### config.mk
export PLATFORM = sky130hd
export DESIGN_NAME = decoder_2x4_seq_flat
export DESIGN_NICKNAME = d
export VERILOG_FILES = /design/src/rtl/decoder_2x4_seq_if.sv /design/src/rtl/decoder_2x4_seq.sv /design/src/flat_wrapper.sv
export SDC_FILE = /design/constraint.sdc
export NUM_CORES = 1
export LEC_CHECK = 0
export ABC_CLOCK_PERIOD_IN_PS = 9600
export CAP_MARGIN = 0
export CORE_MARGIN = 4
export CORE_UTILIZATION = 45
export DETAILED_ROUTE_END_ITERATION = 8
export PLACE_DENSITY = 0.65
export REMOVE_ABC_BUFFERS = 1
export SLEW_MARGIN = 20
export SYNTH_ARGS = -nofsm -noshare
export SYNTH_HDL_FRONTEND = slang
export SYNTH_SLANG_ARGS = --single-unit
### constraint.sdc
create_clock -name clk -period 9.6 [get_ports clk]
set_clock_uncertainty 0.15 [all_clocks]
set_input_delay 2.4 -clock clk [delete_from_list [all_inputs] [get_ports clk]]
set_output_delay 2.4 -clock clk [all_outputs]
set_load 0.01 [all_outputs]
### src/rtl/decoder_2x4_seq_if.sv
// Handshake and readback bundle for the registered 2-to-4 decoder.
// slave is the decoder side; master is the side that supplies indices
// and reads the hit counters.
interface decoder_2x4_seq_if #(
  parameter int CNT_W = 8
);
  logic             in_valid;
  logic [1:0]       in_idx;
  logic             in_ready;
  logic [3:0]       y;
  logic             y_valid;
  logic             busy;
  logic [1:0]       cnt_sel;
  logic [CNT_W-1:0] cnt_out;

  modport slave (
    input  in_valid, in_idx, cnt_sel,
    output in_ready, y, y_valid, busy, cnt_out
  );

  modport master (
    output in_valid, in_idx, cnt_sel,
    input  in_ready, y, y_valid, busy, cnt_out
  );
endinterface

### src/rtl/decoder_2x4_seq.sv
// Registered 2-to-4 decoder: turns an accepted index into a one-hot pulse
// lasting HOLD cycles, then idles GAP cycles before taking the next index.
// Keeps a saturating hit counter per index.
//
// state  | meaning
// IDLE   | in_ready high, y low, waiting for an index
// ACTIVE | one-hot line driven; timer counts the remaining hold cycles
// GAP    | y low, timer counts the remaining idle cycles before IDLE
module decoder_2x4_seq #(
  parameter int HOLD  = 4,
  parameter int GAP   = 1,
  parameter int CNT_W = 8
) (
  input  logic              clk,
  input  logic              rst,
  decoder_2x4_seq_if.slave  bus
);

  localparam int TMAX  = (HOLD > GAP) ? HOLD : GAP;
  localparam int TMR_W = (TMAX > 1) ? $clog2(TMAX) : 1;
  localparam logic [TMR_W-1:0] HOLD_M1 = TMR_W'(HOLD - 1);
  localparam logic [TMR_W-1:0] GAP_M1  = TMR_W'((GAP > 0) ? GAP - 1 : 0);

  typedef enum logic [1:0] {
    S_IDLE   = 2'd0,
    S_ACTIVE = 2'd1,
    S_GAP    = 2'd2
  } state_t;

  state_t           state, state_nxt;
  logic [TMR_W-1:0] tmr, tmr_nxt;
  logic [3:0]       y_q, y_nxt;
  logic             y_valid_q;
  logic             accept;
  logic [CNT_W-1:0] hits [4];

  assign accept       = bus.in_valid && (state == S_IDLE);
  assign bus.in_ready = (state == S_IDLE);
  assign bus.busy     = (state != S_IDLE);
  assign bus.y        = y_q;
  assign bus.y_valid  = y_valid_q;
  assign bus.cnt_out  = hits[bus.cnt_sel];

  // State register, hold/gap timer and registered one-hot output.
  always_ff @(posedge clk) begin
    if (rst) begin
      state     <= S_IDLE;
      tmr       <= '0;
      y_q       <= 4'b0000;
      y_valid_q <= 1'b0;
    end else begin
      state     <= state_nxt;
      tmr       <= tmr_nxt;
      y_q       <= y_nxt;
      y_valid_q <= |y_nxt;
    end
  end

  // Next-state logic: load the timer on entry, leave on terminal count.
  always_comb begin
    state_nxt = state;
    tmr_nxt   = tmr;
    y_nxt     = y_q;
    case (state)
      S_IDLE: begin
        if (accept) begin
          y_nxt     = 4'b0001 << bus.in_idx;
          tmr_nxt   = HOLD_M1;
          state_nxt = S_ACTIVE;
        end
      end
      S_ACTIVE: begin
        if (tmr == '0) begin
          y_nxt = 4'b0000;
          if (GAP == 0) begin
            state_nxt = S_IDLE;
          end else begin
            tmr_nxt   = GAP_M1;
            state_nxt = S_GAP;
          end
        end else begin
          tmr_nxt = tmr - TMR_W'(1);
        end
      end
      S_GAP: begin
        if (tmr == '0) begin
          state_nxt = S_IDLE;
        end else begin
          tmr_nxt = tmr - TMR_W'(1);
        end
      end
      default: begin
        state_nxt = S_IDLE;
        y_nxt     = 4'b0000;
      end
    endcase
  end

  // Per-index hit counters; saturate at all-ones rather than wrap.
  always_ff @(posedge clk) begin
    if (rst) begin
      for (int i = 0; i < 4; i++) begin
        hits[i] <= '0;
      end
    end else if (accept && (hits[bus.in_idx] != {CNT_W{1'b1}})) begin
      hits[bus.in_idx] <= hits[bus.in_idx] + CNT_W'(1);
    end
  end

endmodule
### src/flat_wrapper.sv
// flat-port wrapper written by rule: the top's interface ports become plain ports
module decoder_2x4_seq_flat 
#(
  parameter int HOLD  = 4,
  parameter int GAP   = 1,
  parameter int CNT_W = 8
)
  (clk, rst, bus_in_valid, bus_in_idx, bus_cnt_sel, bus_in_ready, bus_y, bus_y_valid, bus_busy, bus_cnt_out);
  decoder_2x4_seq_if #(.CNT_W(CNT_W)) bus_i ();
  input  logic clk;
  input  logic rst;
  input wire logic [$bits(bus_i.in_valid)-1:0] bus_in_valid;
  input wire logic [$bits(bus_i.in_idx)-1:0] bus_in_idx;
  input wire logic [$bits(bus_i.cnt_sel)-1:0] bus_cnt_sel;
  output wire logic [$bits(bus_i.in_ready)-1:0] bus_in_ready;
  output wire logic [$bits(bus_i.y)-1:0] bus_y;
  output wire logic [$bits(bus_i.y_valid)-1:0] bus_y_valid;
  output wire logic [$bits(bus_i.busy)-1:0] bus_busy;
  output wire logic [$bits(bus_i.cnt_out)-1:0] bus_cnt_out;
  assign bus_i.in_valid = bus_in_valid;
  assign bus_i.in_idx = bus_in_idx;
  assign bus_i.cnt_sel = bus_cnt_sel;
  assign bus_in_ready = bus_i.in_ready;
  assign bus_y = bus_i.y;
  assign bus_y_valid = bus_i.y_valid;
  assign bus_busy = bus_i.busy;
  assign bus_cnt_out = bus_i.cnt_out;
  decoder_2x4_seq #(.HOLD(HOLD), .GAP(GAP), .CNT_W(CNT_W)) u_core (.clk(clk), .rst(rst), .bus(bus_i));
endmodule
==> results_dict.tcl, run 1 <==
set metrics [dict create \
    die_h_um 78.7 \
    stdcell_count 269 \
    grt_pass1_wl_um 8070 \
    power.density_nw_per_um2 191 \
    path_clk_slew_ns 0.07 \
    synth_top_family_by_area "multiplexers" \
    cp-start-kind "input port" \
    worst-path-stages 3 \
    grt_pass1_vias 1682 \
    placement.io_buffers 21 \
    period_minus_slack_ns 6.86 \
    cap_violations 0 \
    drt_first_iter_violations 130 \
    outcome "complete, no violations" \
    drtPass1Iterations 4 \
    slowest_stage "clkdlybuf4s50_1" \
    rsz0062_at_grt "no" \
    ant_nets 0 \
    num_antenna_cells 0 \
    synth_mux_area_share_pct 16.5 \
    dieArea_um2 6200 \
    setup_tns_ns 0 \
    synthTopCellsByArea "edfxtp_1, mux4_2, dfxtp_1, ha_1, mux4_1" \
    p_leak_uw 0.000889 \
    peakVddDrop_uv 136 \
    register_area_um2 1140 \
    cts.sinks 41 \
    hpwl_um 3470 \
    ios 22 \
    hold_viol 0 \
    criticalPathCategory "in2out" \
    maxSlewViolCount 0 \
    cts_buffer_depth 2 \
    synth_edf_count 32 \
    synthArstFlopShare_pct 0 \
    wl_per_cell_um 18.0 \
    path_cells "clkdlybuf4s50_1 -> mux4_2 -> clkdlybuf4s50_1" \
    avgSynthCellArea_um2 12.6 \
    ys_top_cells_by_count "edfxtp_1, nor2_1, a21oi_1, mux4_2, nor3_1" \
    clock.fmax_mhz 146 \
    crit_buf_inv 2 \
    post_cts_buffers 0 \
    required_ns 7.05 \
    drc 0 \
    insertion_delay_ns 0.29 \
    syn_area_um2 2250 \
    syn_to_final_growth_pct 15.6 \
    critPathMaxFanout 8 \
    root_buffer "clkbuf_8" \
    grt_max_degree 17 \
    ctsHoldBuffers 0 \
    synthCells 179 \
    critPathTopFamily "buffers and inverters" \
    ys_ff_latch 41 \
    cts_tree "yes" \
    ys_types 34 \
    die_w_um 78.7 \
    endpoint_kind "output pin" \
    switching_share_pct 31.3 \
    ctsResizeCount 0 \
    synth_compound_area_share_pct 10.7 \
    synth_xor_area_share_pct 1.17 \
    power.internal_uw 341 \
    nFillCells 402 \
    initial_core_util_pct 47.0 \
    hp-class "reg2reg" \
    drive_above_1_share_pct 10.9 \
    synthSimpleGateAreaFrac_pct 13.0 \
    relSlewSlack_pct 31.3 \
    grt_overflow_total 0 \
    setup_violations 0 \
    rows 25 \
    via_count 1601 \
    gp_congestion 0.796 \
    clockPowerShare_pct 22.8 \
    p_switching_uw 155 \
    final_util_pct 54.4 \
    grt_antenna_before_repair 0 \
    ys_seq_area_share_pct 50.7 \
    synth_adder_area_share_pct 5.00 \
    h-tree-depth 2 \
    power.share.sequential_pct 45.5 \
    placed_cells 261 \
    yosysWarningCount 0 \
    multiInputGateArea_um2 1040 \
    nNetsFinal 217 \
    yosys.area.top_type "edfxtp_1" \
    critPathMaxStageDelay_ns 0.84 \
    period_share_pct 71.5 \
    synth_top_area_share_pct 42.7 \
    worst_pin_slew_ns 1.03 \
    reg2regPathDepth 5 \
    combinationalPowerShare_pct 31.7 \
    cts_buffers 5 \
    synth_ff_type "edfxtp_1" \
    critPathArrivalTime_ns 4.31 \
    worstHoldPathCells 2 \
    routed_wl_um 4850 \
    crit_top_cell "clkdlybuf4s50_1" \
    core_area_um2 4790 \
    via_per_inst 5.95 \
    track_usage_pct 17.1 \
    yosys.cell_count.top_type "edfxtp_1" \
]
## logic make-up (layout without fill, tap and decap cells)
family                   Yosys count  count (layout)
AND/OR/NAND/NOR                   57              57
flip-flops                        41              41
AO/OA/AOI/OAI                     38              38
multiplexers                      16              16
buffers and inverters             15              38
adder cells (fa/ha/maj)            9               9
XOR/XNOR                           3               3
## flip-flops by register name, indices dropped and copies added, names as in the netlist
register	flops
u_core.state	2
u_core.bus.y	4
u_core.hits	32
u_core.bus.y_valid	1
u_core.tmr	2
## stage by stage
stage	area, µm²	setup slack (ns)	power [µW]	hold WS (ns)
6_report	2600	2.74	496	0.357
5_1_grt	2600	2.62	528	0.384
4_1_cts	2600	2.70	499	0.359
3_5_place_dp	2510	2.70	386	0.346
3_3_place_gp	2510	2.71	376	0.338
2_1_floorplan	2220	4.14	326	0.318
## layout make-up
class | instances | area share [%]
Multi-Input combinational cell | 123 | 40.1
Inverter | 9 | 1.30
Timing Repair Buffer | 21 | 8.08
Tap cell | 67 | 3.22
Clock buffer | 8 | 3.46
Sequential cell | 41 | 43.8
## worst reg2reg max path, stage by stage, from the launching register on
cell,delay (ns)
edfxtp_1,0.35
mux4_2,0.35
ha_1,0.30
nand3_1,0.13
nor2_1,0.78
o21bai_1,0.59
## power groups by stage
stage	clock network (µW)	registers [µW]	logic, µW
after global placement	0	228	148
after global routing	124	228	175
after CTS	116	226	157
final	113	226	157
after detailed placement	0	230	156
after floorplan	0	227	98.5
## cell usage in the layout, fill, tap and decap left out, types with 8 or more instances in the layout
cell / count
inv_1: 9
nor3_1: 13
ha_1: 9
a211oi_1: 8
nor2_1: 14
dfxtp_1: 9
nand2_1: 11
clkdlybuf4s50_1: 21
mux4_2: 13
edfxtp_1: 32
a21oi_1: 13
## final timing paths
kind | from | endpoint | slack (ns)
max | bus_cnt_sel[0] | bus_cnt_out[2] | 2.74
min | u_core.bus.y[3]$_SDFF_PP0_ | u_core.bus.y[3]$_SDFF_PP0_ | 0.36
max reg2reg | u_core.hits[2][0]$_SDFFCE_PN0P_ | u_core.hits[0][6]$_SDFFCE_PN0P_ | 6.55
min reg2reg | u_core.bus.y[3]$_SDFF_PP0_ | u_core.bus.y[3]$_SDFF_PP0_ | 0.36
## routing by layer
metal | global-route usage (%) | wire (µm)
met5 | 0 | 0
met1 | 20.7 | 1940
met3 | 4.42 | 291
met4 | 6.29 | 67
met2 | 29.2 | 2550
Note: power is estimated with default switching activity, not from simulation.
==> inputs of run 2 (changes only) <==
--- a/config.mk
+++ b/config.mk
@@ -5,12 +5,12 @@
 export SDC_FILE = /design/constraint.sdc
 export NUM_CORES = 1
 export LEC_CHECK = 0
-export ABC_CLOCK_PERIOD_IN_PS = 9600
+export ABC_CLOCK_PERIOD_IN_PS = 5630
 export CAP_MARGIN = 0
 export CORE_MARGIN = 4
 export CORE_UTILIZATION = 45
 export DETAILED_ROUTE_END_ITERATION = 8
-export PLACE_DENSITY = 0.65
+export PLACE_DENSITY = 0.68
 export REMOVE_ABC_BUFFERS = 1
 export SLEW_MARGIN = 20
 export SYNTH_ARGS = -nofsm -noshare
==> constraint.sdc (replaced) <==
create_clock -name clk -period 5.63 [get_ports clk]
set_clock_uncertainty 0.15 [all_clocks]
set_input_delay 1.4075 -clock clk [delete_from_list [all_inputs] [get_ports clk]]
set_output_delay 1.4075 -clock clk [all_outputs]
set_load 0.01 [all_outputs]
==> results_dict.tcl, run 2 (same netlist as run 1, synthesis figures left out) <==
set metrics [dict create \
    outcome "complete, no violations" \
    critPathMaxFanout 8 \
    cap_violations 0 \
    post-route-cell-area_um2 2600 \
    insertion_delay_ns 0.29 \
    cts.sinks 41 \
    cp-start-kind "input port" \
    dpl_worst_slack_ns 0.655 \
    placement.io_buffers 21 \
    root_buffer "clkbuf_8" \
    ctsHoldBuffers 0 \
    wl_per_cell_um 18.1 \
    drive_above_1_share_pct 11.3 \
    ios 22 \
    criticalPathCategory "in2out" \
    drtPass1Iterations 4 \
    via_count 1566 \
    p_leak_uw 0.000892 \
    required_ns 4.07 \
    num_antenna_cells 0 \
    endpoint_kind "output pin" \
    maxSlewViolCount 0 \
    post_cts_buffers 0 \
    nNetsFinal 218 \
    power.density_nw_per_um2 320 \
    grt_antenna_before_repair 0 \
    initial_core_util_pct 47.0 \
    ant_nets 0 \
    hp-class "reg2reg" \
    grt_pass1_vias 1603 \
    peakVddDrop_uv 153 \
    dieArea_um2 6200 \
    die_w_um 78.7 \
    drc 0 \
    grt_overflow_total 0 \
    ctsResizeCount 0 \
    routed_wl_um 4880 \
    setup_violations 0 \
    largest_reg_flops 32 \
    mostFrequentLayoutCell "edfxtp_1" \
    cts_buffer_depth 2 \
    hpwl_um 3540 \
    core_area_um2 4790 \
    die_h_um 78.7 \
    rsz0062_at_grt "no" \
    worst_pin_slew_ns 0.957 \
    clock.fmax_mhz 204 \
    cts_tree "yes" \
    grt_max_degree 16 \
    track_usage_pct 16.8 \
    critPathArrivalTime_ns 3.34 \
    final_cell_mix "edfxtp_1, clkdlybuf4s50_1, nor2_1" \
    period_share_pct 87.0 \
    drt_first_iter_violations 101 \
    rows 25 \
    relSlewSlack_pct 36.1 \
    via_per_inst 5.80 \
    period_minus_slack_ns 4.90 \
    regMostFlops "u_core.hits" \
    syn_to_final_growth_pct 15.6 \
    h-tree-depth 2 \
    postPlaceCellArea_um2 2520 \
    hold_viol 0 \
    gp_congestion 0.814 \
    path_clk_slew_ns 0.07 \
    grt_pass1_wl_um 7850 \
    setup_tns_ns 0 \
    setup_ws_ns 0.732 \
    cts_buffers 5 \
]
[run 2: stage by stage]
stage / total power (µW) / util, % / instances / hold slack [ns]
3_5_place_dp: 660 / 52.7 / 262 / 0.353
3_3_place_gp: 641 / 52.7 / 262 / 0.332
2_1_floorplan: 556 / - / 173 / 0.318
4_1_cts: 839 / 54.4 / 270 / 0.366
5_1_grt: 888 / 54.4 / 270 / 0.393
6_report: 833 / 54.4 / 270 / 0.358
[run 2: layer usage]
metal	share of wire, %	GRT usage, %
met1	39	18.9
met2	56	32.3
met3	4.8	3.74
met4	0.59	3.15
met5	0	0
[run 2: path summary, 6_finish.rpt]
kind                                              startpoint                               to  slack [ns]  cells past startpoint
worst min register to register    u_core.bus.y[3]$_SDFF_PP0_       u_core.bus.y[3]$_SDFF_PP0_        0.36                      2
worst max register to register  u_core.state[1]$_SDFFE_PP0P_  u_core.hits[0][6]$_SDFFCE_PN0P_        2.78                      6
worst min-delay path              u_core.bus.y[3]$_SDFF_PP0_       u_core.bus.y[3]$_SDFF_PP0_        0.36                      2
worst max-delay path                          bus_cnt_sel[0]                   bus_cnt_out[1]        0.73                      3
[run 2: layout make-up]
class                           instances  area (µm²)
Inverter                                9        33.8
Fill cell                             409        2180
Sequential cell                        41        1140
Clock inverter                          3        12.5
Tap cell                               67        83.8
Clock buffer                            5        68.8
Multi-Input combinational cell        123        1040
Timing Repair Buffer                   22         218
[run 2: worst max-delay path: stages]
cell	delay (ns)
clkdlybuf4s50_1	0.84
mux4_2	0.59
clkdlybuf4s50_1	0.49
[run 2: report_power, final]
| group | internal, µW | switching [µW] |
|---|---|---|
| Clock | 83.5 | 96.2 |
| Sequential | 365 | 20.5 |
| Combinational | 117 | 151 |
| Total | 565 | 268 |
==> inputs of run 3 (changes only) <==
--- a/config.mk
+++ b/config.mk
@@ -7,8 +7,10 @@
 export LEC_CHECK = 0
 export ABC_CLOCK_PERIOD_IN_PS = 5630
 export CAP_MARGIN = 0
+export CORE_ASPECT_RATIO = 1.75
 export CORE_MARGIN = 4
 export CORE_UTILIZATION = 45
+export CTS_CLUSTER_DIAMETER = 200
 export DETAILED_ROUTE_END_ITERATION = 8
 export PLACE_DENSITY = 0.68
 export REMOVE_ABC_BUFFERS = 1
==> results_dict.tcl, run 3 (same netlist as run 1, synthesis figures left out) <==
set metrics [dict create \
    outcome "complete, no violations" \
    num_antenna_cells 0 \
    root_buffer "clkbuf_8" \
    criticalPathCategory "in2out" \
    insertion_delay_ns 0.30 \
    grt_pass1_wl_um 8070 \
    mostFrequentLayoutCell "edfxtp_1" \
    required_ns 4.07 \
    stdcell_count 256 \
    rows 33 \
    switching_share_pct 32.2 \
    cts_tree "yes" \
    critPathMaxFanout 8 \
    nFillCells 417 \
    placed_cells 248 \
    path_clk_slew_ns 0.07 \
    grt_pass1_vias 1699 \
    grt_max_degree 16 \
    p_leak_uw 0.000899 \
    crit_end "bus_cnt_out[0]" \
    cts.sinks 41 \
    p_switching_uw 270 \
    wl_met1_um 1850 \
    routed_wl_um 4880 \
    power.internal_uw 567 \
    highest_layer "met4" \
    track_usage_pct 17.6 \
    die_h_um 102 \
    min-delay-start "u_core.bus.y[3]$_SDFF_PP0_" \
    via_count 1585 \
    worst_pin_slew_ns 0.982 \
    core_area_um2 4750 \
    final_util_pct 54.6 \
    ctsResizeCount 0 \
    grt_antenna_before_repair 0 \
    drt_first_iter_violations 51 \
    hold_viol 0 \
    period_share_pct 86.5 \
    via_per_inst 6.19 \
    clock.fmax_mhz 205 \
    relSlewSlack_pct 34.4 \
    ant_nets 0 \
    die_w_um 61.5 \
    rsz0062_at_grt "no" \
    power.density_nw_per_um2 323 \
    maxSlewViolCount 0 \
    syn_to_final_growth_pct 15.1 \
    met3_length_um 246 \
    peakVddDrop_uv 227 \
    nNetsFinal 219 \
    drc 0 \
    regMostFlops "u_core.hits" \
    post_cts_buffers 0 \
    clockPowerShare_pct 22.0 \
    largest_reg_flops 32 \
    hp-class "reg2reg" \
    r2r_slack_ns 2.68 \
    post-route-cell-area_um2 2590 \
    hpwl_um 3730 \
    drtPass1Iterations 4 \
    cts_buffers 5 \
    drive_above_1_share_pct 12.3 \
    setup_tns_ns 0 \
    wl_per_cell_um 19.1 \
    reg2reg_from "u_core.hits[2][0]$_SDFFCE_PN0P_" \
    cp-start-kind "input port" \
    gp_congestion 0.897 \
    dieArea_um2 6240 \
    wl_met2_um 2690 \
    worstSetupStartpoint "bus_cnt_sel[0]" \
    postPlaceCellArea_um2 2510 \
    critPathArrivalTime_ns 3.31 \
    combinationalPowerShare_pct 31.9 \
    endpoint_kind "output pin" \
    grt_overflow_total 0 \
    initial_core_util_pct 47.4 \
    h-tree-depth 2 \
    final_cell_mix "edfxtp_1, clkdlybuf4s50_1, nor2_1" \
    reg2regPathDepth 6 \
    period_minus_slack_ns 4.87 \
    power.share.sequential_pct 46.1 \
    r2r-end "u_core.hits[1][6]$_SDFFCE_PN0P_" \
    setup_violations 0 \
    cap_violations 0 \
    ctsHoldBuffers 0 \
    ios 22 \
    placement.io_buffers 21 \
    cts_buffer_depth 2 \
]
==> run 3: cell types whose count changed in the layout (fill, tap and decap cells not counted), sizes merged <==
cell,delta
clkinv,-1
clkbuf,+1
buf,+1
==> run 3: power groups by stage <==
stage | combinational (µW) | clock [µW] | sequential (µW)
global placement | 255 | 0 | 390
floorplan | 168 | 0 | 388
CTS | 269 | 187 | 386
global route | 297 | 199 | 390
detailed placement | 267 | 0 | 393
finish | 267 | 184 | 386
==> run 3: critical path: stages <==
cell and delay, ns:
clkdlybuf4s50_1 0.83, mux4_2 0.58, clkdlybuf4s50_1 0.49
==> run 3: how the worst min path moves through the flow <==
stage | endpoint | slack (ns) | depth (start not counted)
after global placement | u_core.bus.y[3]$_SDFF_PP0_ | 0.33 | 2
after global routing | u_core.state[1]$_SDFFE_PP0P_ | 0.42 | 2
after detailed placement | u_core.bus.y[3]$_SDFF_PP0_ | 0.33 | 2
after CTS | u_core.bus.y[3]$_SDFF_PP0_ | 0.35 | 2
after floorplan | u_core.state[1]$_SDFFE_PP0P_ | 0.32 | 2
final | u_core.bus.y[3]$_SDFF_PP0_ | 0.35 | 2
==> run 3: area by class of cell <==
type	count	area (µm²)	share of cell area (%)
clock buffers	6	72.6	2.80
clock inverters	2	10.0	0.386
inverters	9	33.8	1.30
multi-input cells	123	1040	40.3
flip-flops and latches	41	1140	44.0
well taps	52	65.1	2.51
repair buffers	23	225	8.69
==> run 3: routing by layer <==
layer / global-route usage, % / vias to the layer above
li1: - / 748
met1: 19.0 / 774
met2: 31.3 / 53
met3: 4.08 / 10
met4: 8.01 / 0
met5: 0 / -
==> run 3: through the flow <==
stage	hold WS (ns)	worst slack (ns)	total power, µW
detailed placement	0.334	0.662	660
global placement	0.333	0.717	644
global route	0.422	0.620	885
finish	0.354	0.761	837
floorplan	0.318	2.10	556
CTS	0.354	0.704	841
